===== src/rtl/pkt_fifo_reader.sv =====
// Show-ahead FIFO consumer: parses length-prefixed packets, forwards them on a
// registered valid/ready stream with a last marker, or drops packets whose ID matches the filter.
module pkt_fifo_reader #(
  parameter int unsigned WIDTH     = 32,
  parameter int unsigned LEN_WIDTH = 8,
  parameter int unsigned ID_WIDTH  = 8,
  parameter int unsigned CNT_WIDTH = 16
) (
  input  logic                 clk,
  input  logic                 rst,
  input  logic                 fifo_empty,
  input  logic [WIDTH-1:0]     fifo_rd_data,
  output logic                 fifo_rd_en,
  output logic                 m_valid,
  input  logic                 m_ready,
  output logic [WIDTH-1:0]     m_data,
  output logic                 m_last,
  input  logic                 filter_en,
  input  logic [ID_WIDTH-1:0]  filter_id,
  output logic [CNT_WIDTH-1:0] pkt_count,
  output logic [CNT_WIDTH-1:0] drop_count
);

  typedef enum logic [1:0] {
    ST_HDR  = 2'd0,
    ST_FWD  = 2'd1,
    ST_DROP = 2'd2
  } state_e;

  state_e               state_q, state_d;
  logic [LEN_WIDTH-1:0] remaining_q, remaining_d;
  logic                 m_valid_q, m_valid_d;
  logic [WIDTH-1:0]     m_data_q, m_data_d;
  logic                 m_last_q, m_last_d;
  logic [CNT_WIDTH-1:0] pkt_count_q, pkt_count_d;
  logic [CNT_WIDTH-1:0] drop_count_q, drop_count_d;

  logic [LEN_WIDTH-1:0] hdr_len;
  logic [ID_WIDTH-1:0]  hdr_id;
  logic                 drop_c;
  logic                 out_free;
  logic                 rd_en;

  assign hdr_len  = fifo_rd_data[LEN_WIDTH-1:0];
  assign hdr_id   = fifo_rd_data[LEN_WIDTH+ID_WIDTH-1:LEN_WIDTH];
  assign drop_c   = filter_en && (hdr_id == filter_id);
  assign out_free = !m_valid_q || m_ready;

  // Pop enable: drops ignore downstream backpressure, forwarding needs a free output slot.
  always_comb begin
    rd_en = 1'b0;
    case (state_q)
      ST_HDR:  rd_en = !fifo_empty && (drop_c || out_free);
      ST_FWD:  rd_en = !fifo_empty && out_free;
      ST_DROP: rd_en = !fifo_empty;
      default: rd_en = 1'b0;
    endcase
    if (rst) rd_en = 1'b0;
  end

  assign fifo_rd_en = rd_en;

  // Next-state and output-register update.
  always_comb begin
    state_d      = state_q;
    remaining_d  = remaining_q;
    m_valid_d    = out_free ? 1'b0 : m_valid_q;
    m_data_d     = m_data_q;
    m_last_d     = m_last_q;
    pkt_count_d  = pkt_count_q;
    drop_count_d = drop_count_q;
    case (state_q)
      ST_HDR: begin
        if (rd_en) begin
          if (!drop_c) begin
            m_valid_d = 1'b1;
            m_data_d  = fifo_rd_data;
            m_last_d  = (hdr_len == LEN_WIDTH'(0));
            if (hdr_len == LEN_WIDTH'(0)) begin
              pkt_count_d = pkt_count_q + CNT_WIDTH'(1);
            end else begin
              remaining_d = hdr_len;
              state_d     = ST_FWD;
            end
          end else begin
            if (hdr_len == LEN_WIDTH'(0)) begin
              drop_count_d = drop_count_q + CNT_WIDTH'(1);
            end else begin
              remaining_d = hdr_len;
              state_d     = ST_DROP;
            end
          end
        end
      end
      ST_FWD: begin
        if (rd_en) begin
          m_valid_d   = 1'b1;
          m_data_d    = fifo_rd_data;
          m_last_d    = (remaining_q == LEN_WIDTH'(1));
          remaining_d = remaining_q - LEN_WIDTH'(1);
          if (remaining_q == LEN_WIDTH'(1)) begin
            pkt_count_d = pkt_count_q + CNT_WIDTH'(1);
            state_d     = ST_HDR;
          end
        end
      end
      ST_DROP: begin
        if (rd_en) begin
          remaining_d = remaining_q - LEN_WIDTH'(1);
          if (remaining_q == LEN_WIDTH'(1)) begin
            drop_count_d = drop_count_q + CNT_WIDTH'(1);
            state_d      = ST_HDR;
          end
        end
      end
      default: state_d = ST_HDR;
    endcase
  end

  always_ff @(posedge clk) begin
    if (rst) begin
      state_q      <= ST_HDR;
      remaining_q  <= '0;
      m_valid_q    <= 1'b0;
      m_data_q     <= '0;
      m_last_q     <= 1'b0;
      pkt_count_q  <= '0;
      drop_count_q <= '0;
    end else begin
      state_q      <= state_d;
      remaining_q  <= remaining_d;
      m_valid_q    <= m_valid_d;
      m_data_q     <= m_data_d;
      m_last_q     <= m_last_d;
      pkt_count_q  <= pkt_count_d;
      drop_count_q <= drop_count_d;
    end
  end

  assign m_valid    = m_valid_q;
  assign m_data     = m_data_q;
  assign m_last     = m_last_q;
  assign pkt_count  = pkt_count_q;
  assign drop_count = drop_count_q;

endmodule


===== config.mk =====
export PLATFORM = sky130hd
export DESIGN_NAME = pkt_fifo_reader
export DESIGN_NICKNAME = d
export VERILOG_FILES = /design/src/rtl/pkt_fifo_reader.sv
export SDC_FILE = /design/constraint.sdc
export NUM_CORES = 1
export LEC_CHECK = 0
export BUFFER_PORTS_ARGS = -buffer_cell sky130_fd_sc_hd__buf_2
export CAP_MARGIN = 0
export CORE_MARGIN = 2
export CORE_UTILIZATION = 40
export CTS_CLUSTER_DIAMETER = 150
export DETAILED_ROUTE_END_ITERATION = 16
export PLACE_DENSITY_LB_ADDON = 0.12
export SYNTH_ARGS = -nofsm -noshare
export SYNTH_HDL_FRONTEND = slang
export SYNTH_SLANG_ARGS = --single-unit

===== constraint.sdc =====
create_clock -name clk -period 3.91 [get_ports clk]
set_input_delay 0.782 -clock clk [delete_from_list [all_inputs] [get_ports clk]]
set_output_delay 0.782 -clock clk [all_outputs]
set_load 0.005 [all_outputs]

-- After elaboration in Yosys (flattened, before gate mapping)
Index checks and enable logic that the tools add are counted.
- register bits: 76
- input bits: 45
- output and inout port bits: 67
- logic and storage cells: 81
- add/subtract/negate cells: 3
- eq/ne operators: 15
- multiplexer cells: 38
- reduce and logical (&&, ||, !) cells: 18
- operators with widths (cell ; number):
    two-way mux 16 bit ; 10
    two-way mux 32 bit ; 3
    case mux 16 bit (2 select lines) ; 2
    case mux 32 bit (2 select lines) ; 1
    adder 16 x 1 -> 16 bit, second input constant ; 2
    two-way mux 8 bit ; 3
    != test 2 bit, second input constant ; 9
    case mux 8 bit (2 select lines) ; 1
    two-way mux 2 bit ; 6
    AND reduction 4 bit ; 3
    AND reduction 6 bit ; 2
    equality test 8 x 1 -> 1 bit, second input constant ; 1
    equality test 8 bit ; 1
    logical NOT 8 bit ; 1
    two-way mux 1 bit ; 8
    subtractor 8 x 1 -> 8 bit, second input constant ; 1
    nonzero test 2 bit ; 3
    != test 2 x 1 -> 1 bit, second input constant ; 2
    case mux 1 bit (2 select lines) ; 2
    case mux 2 bit (2 select lines) ; 1
    logical AND 1 bit ; 3
    case mux 1 bit (3 select lines) ; 1
    equality test 2 x 1 -> 1 bit, second input constant ; 1
    equality test 2 bit, second input constant ; 1
    other kinds (4) ; 6

-- Logic depth before layout (Yosys ltp)
- word-level depth: 8
- mapped depth: 10
- depth with buffers taken out: 8

-- Worst setup path after synthesis
Ideal clock, no wire load.
- kind: input -> output
- from: input rst
- to: output fifo_rd_en
- data arrival time: 1745 ps
- required time: 3128 ps
- path slack: 1383 ps
- stages on the path: 5
- buffers on the path: 2
- path through: clkbuf_1 -> or3_1 -> clkbuf_1 -> o21bai_1 -> inv_1
- cells in the longest elaborated chain, start to end: 1
- RTL lines (item ; RTL line ; RTL):
    from (decl) ; 10 ; input logic rst,
    two-way mux 1 bit ; 58 ; if (rst) rd_en = 1'b0;
    to (decl) ; 13 ; output logic fifo_rd_en,
Every way passes these cells.

-- Worst setup path after layout
- from: register state_q[0]
- to: output fifo_rd_en
- cells in the longest elaborated chain, start to end: 3
- elaborated cells on any way between the ends: 5
- RTL lines (item ; RTL line ; RTL):
    from (decl) ; 30 ; state_e state_q, state_d;
    from (signal assigned) ; 130 ; state_q <= state_d;
    equality test 2 bit (tied with other cells) ; 52 ; case (state_q)
    case mux 1 bit (3 select lines) (*) ; 52 ;
    two-way mux 1 bit (*) ; 58 ;
Every way passes the cells marked *; elsewhere a longest branch is shown, timed or not.

==> results.json <==
{
  "outcome": "complete, no violations",
  "post_cts_buffers": 0,
  "crit_chain": "inv_1 -> ha_1 -> nand2_1 -> nand4b_1 -> nor4_1 -> o21bai_1 -> inv_1 -> buf_2",
  "hp-class": "reg2reg",
  "hpwl_microns": 6880,
  "cts_tree": "done",
  "path_clk_slew_ns": 0.08,
  "clock-root-buffer": "clkbuf_8",
  "antenna_found_initial": 0,
  "yosys.area.top_type": "dfxtp_1",
  "numCtsBuffers": 9,
  "cp_top_family": "simple AND/OR/NAND/NOR gates",
  "clk_path_buf_depth": 2,
  "io_pins": 112,
  "die_h_microns": 99.8,
  "gp_congestion": 0.828,
  "crit_path_top_delay_cell": "nor4_1",
  "synth_top_cell_area_share_pct": 41.5,
  "utilization_pct": 50.9,
  "synth_cell_type_count": 47,
  "critPathBufInv": 3,
  "synth.most_common_cell": "nand2_1",
  "fp.dieW_microns": 99.8,
  "row_count": 34,
  "vdd_drop_max_uv": 192,
  "ys_ff_latch": 76,
  "clock_skew_ns": 0.0131,
  "synthesis.nets": 504,
  "areaGrowthSynthToFinish_pct": 22.2,
  "cp_max_fo": 10,
  "htree_levels": 3,
  "synth-async-reset-ratio_pct": 0,
  "tightest_slew_ns": 0.744,
  "intPower_mw": 1.21,
  "power_frac_seq_pct": 47.9,
  "syn_area_sq_um": 3670,
  "busiest_layer": "met2",
  "syn_inst": 451,
  "synthFlopType": "dfxtp_1",
  "max_stage_delay_ns": 0.38,
  "clkPwrFrac_pct": 31.3,
  "die_area_sq_um": 9950,
  "place_ws_ns": 0.830,
  "endpoint_kind": "primary output",
  "cp-start-kind": "flop",
  "p_leak_nw": 1.85,
  "n_antenna_cell": 0,
  "yosys_warnings": 0,
  "finalSetupViolations": 0,
  "power_density_nw_per_um2": 396,
  "maxSlewViolCount": 0,
  "path_class": "reg2out",
  "via_per_inst": 5.19,
  "ys_seq_area_share_pct": 41.5,
  "relSlewSlack_pct": 49.9,
  "post_drt_wl_per_cell_microns": 14.4,
  "start_util_pct": 41.7,
  "grt_use_total_pct": 19.6,
  "crit_arrival_ns": 2.37,
  "finalCritPeriodShare_pct": 80.7,
  "drive_above_1_share_pct": 25.7,
  "clk_latency_ns": 0.35,
  "worstPathRequired_ns": 3.13,
  "r2r_setup_slack_ns": 1.26,
  "place.port_buffers": 111,
  "coreArea_sq_um": 8810,
  "design_area_sq_um": 4480,
  "grtUsageMet1_pct": 26.7,
  "finalWorstSetupSlack_ns": 0.755,
  "grt_pass1_wl_microns": 15700,
  "cap_violations": 0,
  "use_met2_pct": 30.0,
  "drt_iter0_drc": 141,
  "placed_cell_area_sq_um": 4310,
  "cts-resized-gates": 0,
  "switching_share_pct": 31.9,
  "grt_pass1_vias": 3253,
  "hold_viol": 0,
  "finalSetupTns_ns": 0,
  "via_count": 3470,
  "drcViolationCount": 0,
  "syn_avg_cell_area_sq_um": 8.13,
  "first_pass_iters": 5,
  "synth_edf_count": 0,
  "fin_cells": 668,
  "cts_hold_buf": 0,
  "synthTopCellsByCount": "83 x nand2_1, 76 x dfxtp_1, 51 x a21oi_1",
  "grt-ovfl-total": 0,
  "grt_setup_unrepaired": "no",
  "min_period_ns": 3.16,
  "pwr-share-comb_pct": 20.8,
  "p_sw_uw": 566,
  "grt_util_met3_pct": 5.13,
  "grt_max_degree": 71,
  "crit_top_cell": "inv_1",
  "clock_sinks": 76,
  "ant_nets": 0,
  "synth_area_leaders": "dfxtp_1 41%, nand2_1 8.5%, a21oi_1 7.0%, xnor2_1 4.3%, nor2_1 3.4%",
  "numPlacedInstances": 652,
  "max_freq_mhz": 317,
  "wl_microns": 9590,
  "fin_nets": 608
}
==> registers in the layout, indices dropped and copies added (netlist names) <==
name,cells
m_valid,1
drop_count,16
m_data,32
pkt_count,16
state_q,2
m_last,1
remaining_q,8
==> power by group through the flow <==
stage	clock [mW]	combinational (mW)	sequential (mW)
2_1_floorplan	0	0.249	0.867
3_3_place_gp	0	0.365	0.868
3_5_place_dp	0	0.370	0.869
4_1_cts	0.573	0.371	0.851
5_1_grt	0.607	0.416	0.858
6_report	0.555	0.370	0.851
==> worst reg2reg max path, stage by stage, from the launching register on <==
cell,delay (ns)
dfxtp_1,0.35
inv_1,0.09
ha_1,0.36
nand2_1,0.08
nand4b_1,0.23
or4_1,0.75
a2111oi_4,0.45
xnor2_1,0.15
nor2_1,0.06
==> worst paths after layout <==
path | cells after the start | from | to
worst max-delay path | 8 | state_q[0] | fifo_rd_en
worst max register to register | 8 | state_q[0] | drop_count[12]
worst min-delay path | 2 | m_data[4] | m_data[4]
worst min register to register | 2 | m_data[4] | m_data[4]
==> placed cells by master (no fill, tap or decap), drive strengths merged, types with 8 or more instances in the layout <==
master | synthesis | layout
clkbuf | 20 | 11
ha | 8 | 8
or3 | 11 | 11
a21oi | 52 | 52
dfxtp | 76 | 76
o21ai | 17 | 17
nand4 | 11 | 11
and3 | 8 | 8
inv | 19 | 20
buf | 2 | 115
nor2 | 33 | 33
nand3 | 10 | 10
xnor2 | 18 | 18
nand2 | 83 | 83
==> layer usage <==
layer / share of wire (%) / up-vias
li1: - / 1785
met1: 48 / 1596
met2: 46 / 87
met3: 6.2 / 2
met4: 0.094 / 0
met5: 0 / -
==> layout make-up <==
class | count | area (sq um)
Clock buffer | 11 | 141
Sequential cell | 76 | 1520
Multi-Input combinational cell | 334 | 1990
Fill cell | 894 | 4320
Tap cell | 108 | 135
Timing Repair Buffer | 115 | 586
Inverter | 19 | 71.3
Clock inverter | 5 | 36.3
==> stage by stage <==
stage	hold slack, ns	total power [mW]
floorplan	0.453	1.12
global placement	0.440	1.23
detailed placement	0.445	1.24
finish	0.453	1.78
global route	0.472	1.88
CTS	0.456	1.80
==> cells by family after synthesis <==
logic type               after synthesis  synth area share (%)
buffers and inverters                 41                  4.33
adder cells (fa/ha/maj)                8                  2.73
AND/OR/NAND/NOR                      187                  24.2
AO/OA/AOI/OAI                        108                  19.5
multiplexers                           7                  1.98
flip-flops                            76                  41.5
XOR/XNOR                              24                  5.73
Note: power is estimated with default switching activity, not from simulation.
